### src/rtl/led_colour_driver.sv
// led_colour_driver
//   Drives one RGB LED from the 3-bit colour code of the lights controller.
//   Each channel (bit0 red, bit1 green, bit2 blue) is PWM modulated by a shared
//   brightness value. Colour and brightness are captured every cycle but only
//   take effect at the PWM period boundary, so a running period is never
//   disturbed by input changes.
//
// Parameters
//   PWM_BITS    width of the PWM counter and brightness; period = 2**PWM_BITS clocks
//
// Ports
//   clk         system clock, rising edge
//   rst         synchronous reset, active low
//   colour      colour code from the lights controller
//   brightness  PWM duty in on-cycles per period
//   led_r/g/b   registered LED drives
//   cur_colour  colour code currently displayed
//   changed     one-cycle pulse after a boundary that changed cur_colour
//
// Build option
//   LED_FADE_EN  when defined, each channel ramps its own level by one step per
//                period toward its target instead of jumping to the new duty.

module led_colour_driver #(
  parameter int unsigned PWM_BITS = 8
) (
  input  logic                clk,
  input  logic                rst,
  input  logic [2:0]          colour,
  input  logic [PWM_BITS-1:0] brightness,
  output logic                led_r,
  output logic                led_g,
  output logic                led_b,
  output logic [2:0]          cur_colour,
  output logic                changed
);

  localparam logic [PWM_BITS-1:0] CntMax = '1;
  localparam logic [PWM_BITS-1:0] CntOne = PWM_BITS'(1);

  // Free-running PWM counter
  logic [PWM_BITS-1:0] cnt_q, cnt_d;

  // Input capture stage
  logic [2:0]          colour_q, colour_d;
  logic [PWM_BITS-1:0] bright_q, bright_d;

  // Displayed state, only updated at the period boundary
  logic [2:0]          cur_colour_q, cur_colour_d;
  logic                changed_q, changed_d;

  // Registered LED drives, index 0 red, 1 green, 2 blue
  logic [2:0]          led_q, led_d;

  logic                boundary;

`ifdef LED_FADE_EN
  logic [PWM_BITS-1:0] lvl_q [3];
  logic [PWM_BITS-1:0] lvl_d [3];
  logic [PWM_BITS-1:0] target [3];
`else
  logic [PWM_BITS-1:0] duty_q, duty_d;
`endif

  // The edge on which cnt wraps is the only point where displayed state moves.
  assign boundary = (cnt_q == CntMax);

  always_comb begin
    cnt_d        = cnt_q + CntOne;
    colour_d     = colour;
    bright_d     = brightness;
    cur_colour_d = cur_colour_q;
    changed_d    = 1'b0;
    if (boundary) begin
      cur_colour_d = colour_q;
      changed_d    = (colour_q != cur_colour_q);
    end
  end

`ifdef LED_FADE_EN
  // A disabled channel fades toward zero rather than switching off abruptly.
  always_comb begin
    for (int unsigned i = 0; i < 3; i++) begin
      target[i] = colour_q[i] ? bright_q : '0;
    end
  end

  always_comb begin
    for (int unsigned i = 0; i < 3; i++) begin
      lvl_d[i] = lvl_q[i];
      if (boundary) begin
        if (lvl_q[i] < target[i]) begin
          lvl_d[i] = lvl_q[i] + CntOne;
        end else if (lvl_q[i] > target[i]) begin
          lvl_d[i] = lvl_q[i] - CntOne;
        end
      end
    end
  end

  // Level already encodes channel enable, so no colour gating here.
  always_comb begin
    for (int unsigned i = 0; i < 3; i++) begin
      led_d[i] = (cnt_q < lvl_q[i]);
    end
  end
`else
  always_comb begin
    duty_d = duty_q;
    if (boundary) begin
      duty_d = bright_q;
    end
  end

  // cnt never exceeds MAX, so duty MAX leaves exactly one low cycle per period.
  always_comb begin
    for (int unsigned i = 0; i < 3; i++) begin
      led_d[i] = cur_colour_q[i] & (cnt_q < duty_q);
    end
  end
`endif

  always_ff @(posedge clk) begin
    if (!rst) begin
      cnt_q        <= '0;
      colour_q     <= '0;
      bright_q     <= '0;
      cur_colour_q <= '0;
      changed_q    <= 1'b0;
      led_q        <= '0;
`ifdef LED_FADE_EN
      for (int unsigned i = 0; i < 3; i++) begin
        lvl_q[i] <= '0;
      end
`else
      duty_q       <= '0;
`endif
    end else begin
      cnt_q        <= cnt_d;
      colour_q     <= colour_d;
      bright_q     <= bright_d;
      cur_colour_q <= cur_colour_d;
      changed_q    <= changed_d;
      led_q        <= led_d;
`ifdef LED_FADE_EN
      for (int unsigned i = 0; i < 3; i++) begin
        lvl_q[i] <= lvl_d[i];
      end
`else
      duty_q       <= duty_d;
`endif
    end
  end

  assign led_r      = led_q[0];
  assign led_g      = led_q[1];
  assign led_b      = led_q[2];
  assign cur_colour = cur_colour_q;
  assign changed    = changed_q;

endmodule
### config.mk
export PLATFORM = sky130hd
export DESIGN_NAME = led_colour_driver
export DESIGN_NICKNAME = d
export VERILOG_FILES = /design/src/rtl/led_colour_driver.sv
export SDC_FILE = /design/constraint.sdc
export NUM_CORES = 1
export LEC_CHECK = 0
export BUFFER_PORTS_ARGS = -buffer_cell sky130_fd_sc_hd__clkbuf_2
export CAP_MARGIN = 10
export CORE_ASPECT_RATIO = 1.2
export CORE_UTILIZATION = 25
export DETAILED_ROUTE_END_ITERATION = 8
export GPL_ROUTABILITY_DRIVEN = 1
export HOLD_SLACK_MARGIN = 0.15
export PLACE_DENSITY = 0.52
export SYNTH_ARGS = -nofsm -noshare
export SYNTH_HDL_FRONTEND = slang
export SYNTH_SLANG_ARGS = --single-unit
### constraint.sdc
create_clock -name clk -period 1.3 [get_ports clk]
set_input_delay 0.065 -clock clk [delete_from_list [all_inputs] [get_ports clk]]
set_output_delay 0.065 -clock clk [all_outputs]
set_load 0.03 [all_outputs]
; ---- Word-level counts from Yosys, hierarchy flattened
; Cells that the tools add are included.
[word_totals]
mem_bits_rw = 0
regBits = 34
output_inout_bits = 7
memories = 0
word_cells = 15
in_bits = 13
latchBits = 0
mem_bits_ro = 0
[op_classes]
n_mul = 0
mux = 0
n_reduce_logical = 1
bitwise = 3
n_addsub = 1
div_mod_pow = 0
n_eq_ne = 2
n_lt_le_gt_ge = 1
shift = 0
[op_table]
columns = op, count
row1 = 8-bit by 1-bit adder with 8-bit output (second input constant), 1
row2 = 8-bit equality test (second input constant), 1
row3 = 8-bit < comparator, 1
row4 = 1-bit bitwise AND, 3
row5 = 3-bit inequality test, 1
row6 = 2-bit AND reduction, 1

; ---- Logic depth before layout (Yosys ltp)
[depth]
depth_word = 2
depth_mapped = 5
mapped_depth_nobuf = 5

; ---- Worst setup path after synthesis
; No wires, ideal clock.
[synth_path]
path_type = reg2reg
from = register cnt_q[0]
to = register cur_colour_q[0] (netlist: cur_colour[0])
setup_ns = 0.072
setup_slack_ns = 0.006
t_required_ns = 1.228
n_path_buf = 1
path_stages_with_launch = 6
period_less_slack_ns = 1.294
arrival_time_ns = 1.223
path_cell_list = dfxtp_1 ha_1 nand2_1 nor3_2 buf_6 mux2i_1
[synth_between]
elab_chain_cells = 1
[synth_rtl]
columns = item, line
row1 = "start, declared", 42  ; logic [PWM_BITS-1:0] cnt_q, cnt_d;
row2 = "start signal, assigned", 139  ; cnt_q <= cnt_d;
row3 = 8-bit equality test, 66  ; assign boundary = (cnt_q == CntMax);
row4 = "end signal, assigned", 142  ; cur_colour_q <= cur_colour_d;
row5 = "end, declared", 49  ; logic [2:0] cur_colour_q, cur_colour_d;
; Every way passes these cells.
; A chain may end at the register's enable or synchronous reset.

; ---- Final worst setup path
[layout_path]
from = register duty_q[6]
to = register led_q[0]
[layout_between]
elab_chain_cells = 2
[layout_rtl]
columns = item, line
row1 = "start, declared", 62  ; logic [PWM_BITS-1:0] duty_q, duty_d;
row2 = "start signal, assigned", 150  ; duty_q <= duty_d;
row3 = 8-bit < comparator, 118  ; led_d[i] = cur_colour_q[i] & (cnt_q < duty_q);
row4 = 1-bit bitwise AND, 118
row5 = "end signal, assigned", 144  ; led_q <= led_d;
row6 = "end, declared", 53  ; logic [2:0] led_q, led_d;
; Every way passes these cells.

==> flow_metrics.tcl <==
set metrics [dict create \
    status "finished, violations left" \
    violations "negative setup slack" \
    fmax_ghz 0.760 \
    p_total_mw 2.00 \
    leakage_nw 0.790 \
    clock_tree.buffer_depth 2 \
    cts_tree "built" \
    post_drt_via_cell_ratio 4.29 \
    fin_crit_sh_pct 101 \
    syn-instance-count 145 \
    grt_max_degree 33 \
    first_global_vias 1027 \
    swShare_pct 23.1 \
    place_hpwl_um 1760 \
    min_period_ns 1.32 \
    root_buffer "clkbuf_8" \
    critPathMaxFanout 3 \
    rsz0062_at_grt "yes" \
    maxSlewHeadroom_pct 81.5 \
    drc_errors 0 \
    postSynthNetCount 166 \
    yosysUniqueCellTypes 28 \
    syn-cell-area_sq_um 1380 \
    syn_to_final_growth_pct 42.0 \
    place_area_sq_um 1610 \
    grt_use_total_pct 9.63 \
    seq_power_share_pct 54.2 \
    drive_gt1_share_pct 33.3 \
    coreArea_sq_um 5300 \
    final_cell_mix "nand2_1 (25), dfxtp_1 (22), clkbuf_2 (19)" \
    fin_ws_ns -0.0152 \
    io_buffer_count 19 \
    clock_sinks 34 \
    antennaDiodeCount 0 \
    drtIter0Drc 29 \
    cts_buffers 5 \
    pwr_density_cell_nw_per_um2 1020 \
    hold_path.class "reg2reg" \
    clk_pin_slew_ns 0.07 \
    nFillCells 545 \
    yosysWarnings 0 \
    path_class "reg2reg" \
    dieArea_sq_um 5840 \
    startpoint_type "flip-flop" \
    vdd_drop_max_mv 0.704 \
    final_common_cell "nand2_1" \
    grt_overflow 0 \
    crit_path_end_kind "flip-flop" \
    pwr-share-comb_pct 8.0 \
    required_ns 1.48 \
    die_x_um 69.9 \
    tns_ns -0.0196 \
    p_sw_uw 461 \
    grt_antenna_before_repair 0 \
    internal_power_mw 1.54 \
    syn_avg_cell_area_sq_um 9.54 \
    std_cell_rows 29 \
    stdcell_area_sq_um 1970 \
    ys_seq_area_share_pct 49.2 \
    ioPinCount 20 \
    die_y_um 83.5 \
    skew_ns 0.00543 \
    report.final.slew_viol_count 0 \
    final_util_pct 37.1 \
    p_clk_share_pct 37.8 \
    hold_viol 0 \
    worst_pin_slew_ns 0.276 \
    setup_viol 3 \
    clock_latency_ns 0.28 \
    grt_pass1_wl_um 4400 \
    gp_congestion 0.805 \
    vias 1077 \
    drv_cap 0 \
    ctsHtreeMaxLevel 2 \
    totalWireLength_um 2770 \
    ant_nets 0 \
    worstPathArrival_ns 1.50 \
    synth_seq_cells 34 \
    dr.pass1.iters 4 \
    start_util_pct 26.1 \
    wire_per_inst_um 11.0 \
    nets 209 \
]
==> stage by stage <==
stage | hold slack [ns] | std cells | setup slack [ns]
after floorplan | 0.192 | 145 | 0.00573
after global placement | 0.271 | 229 | -0.0618
after detailed placement | 0.273 | 229 | -0.0391
after CTS | 0.447 | 249 | 0.00502
after global routing | 0.464 | 251 | -0.0700
final | 0.433 | 251 | -0.0152
==> sequential cells by signal (all words and copies together), names as in the netlist <==
name and count:
bright_q 8, cnt_q 8, duty_q 8, colour_q 3, cur_colour 3, led_q 3
changed 1
==> final timing paths <==
path	startpoint	endpoint	slack (ns)	cells after the start
setup reg to reg	duty_q[6]	led_q[0]	-0.02	5
hold / removal	bright_q[4]	duty_q[4]	0.43	2
hold reg to reg	bright_q[4]	duty_q[4]	0.43	2
setup / recovery	duty_q[6]	led_q[0]	-0.02	5
==> synthesized netlist by cell type, drive strengths merged <==
master | instances | share of area (%)
dfxtp | 34 | 49
nand2 | 26 | 7.1
and2 | 12 | 5.4
inv | 11 | 3.0
mux2i | 11 | 8.0
ha | 8 | 7.2
xor2 | 5 | 3.2
a21oi | 4 | 1.4
nor2 | 4 | 1.1
o21ai | 4 | 1.4
a31oi | 3 | 1.4
clkbuf | 3 | 0.81
nand3 | 3 | 1.4
o2111ai | 3 | 1.9
buf | 2 | 1.2
nor3 | 2 | 1.1
or3 | 2 | 0.90
and3 | 1 | 0.45
nor2b | 1 | 0.45
nor4 | 1 | 0.45
o21bai | 1 | 0.54
o311a | 1 | 0.72
o31ai | 1 | 0.54
or4 | 1 | 0.54
xnor2 | 1 | 0.63
==> power by group through the flow <==
stage                     Sequential [mW]  Combinational [mW]  Clock [mW]
after global routing                 1.09               0.178       0.834
after CTS                            1.08               0.142       0.786
final                                1.08               0.160       0.757
after global placement               1.10               0.114           0
after floorplan                      1.10              0.0619           0
after detailed placement             1.10               0.113           0
==> cells by family after synthesis <==
| group | count (synthesis) | share of synthesized area [%] |
|---|---|---|
| DFF | 34 | 49.2 |
| xor gates and xnor gates | 6 | 3.80 |
| adders and majority gates | 8 | 7.23 |
| buffers and inverters | 16 | 4.97 |
| AOI/OAI and AO/OA | 17 | 7.96 |
| and+or+nand+nor | 53 | 18.9 |
| muxes | 11 | 7.96 |
==> worst max-delay path: stages, from the launching register on <==
cell and delay, ns:
dfxtp_1 0.31, inv_1 0.11, ha_4 0.22, a21oi_2 0.19, o2111ai_2 0.13, a31oi_1 0.25
==> cell type report <==
class / instances / area [sq um] / area share, %
clock buffer: 6 / 72.6 / 3.69
clock inverter: 2 / 13.8 / 0.700
inverter: 11 / 41.3 / 2.10
multi-input combinational: 95 / 729 / 37.1
sequential: 34 / 698 / 35.5
tap: 62 / 77.6 / 3.95
timing repair buffer: 41 / 333 / 16.9
==> layer usage <==
layer,track usage (%),wire length [um]
met4,5.45,58
met1,10.1,1230
met3,3.02,114
met2,16.8,1360
met5,0,0
==> repair_timing <==
| item | CTS | global route |
|---|---|---|
| hold endpoints to repair | 15 | 0 |
| setup buffers | 0 | 1 |
| setup endpoints to repair | 2 | 14 |
| gates resized for setup | 3 | 30 |
| pin swaps | 2 | 6 |
| cloned | 0 | 1 |
| hold buffers | 12 | 0 |
Note: power is estimated with default switching activity, not from simulation.
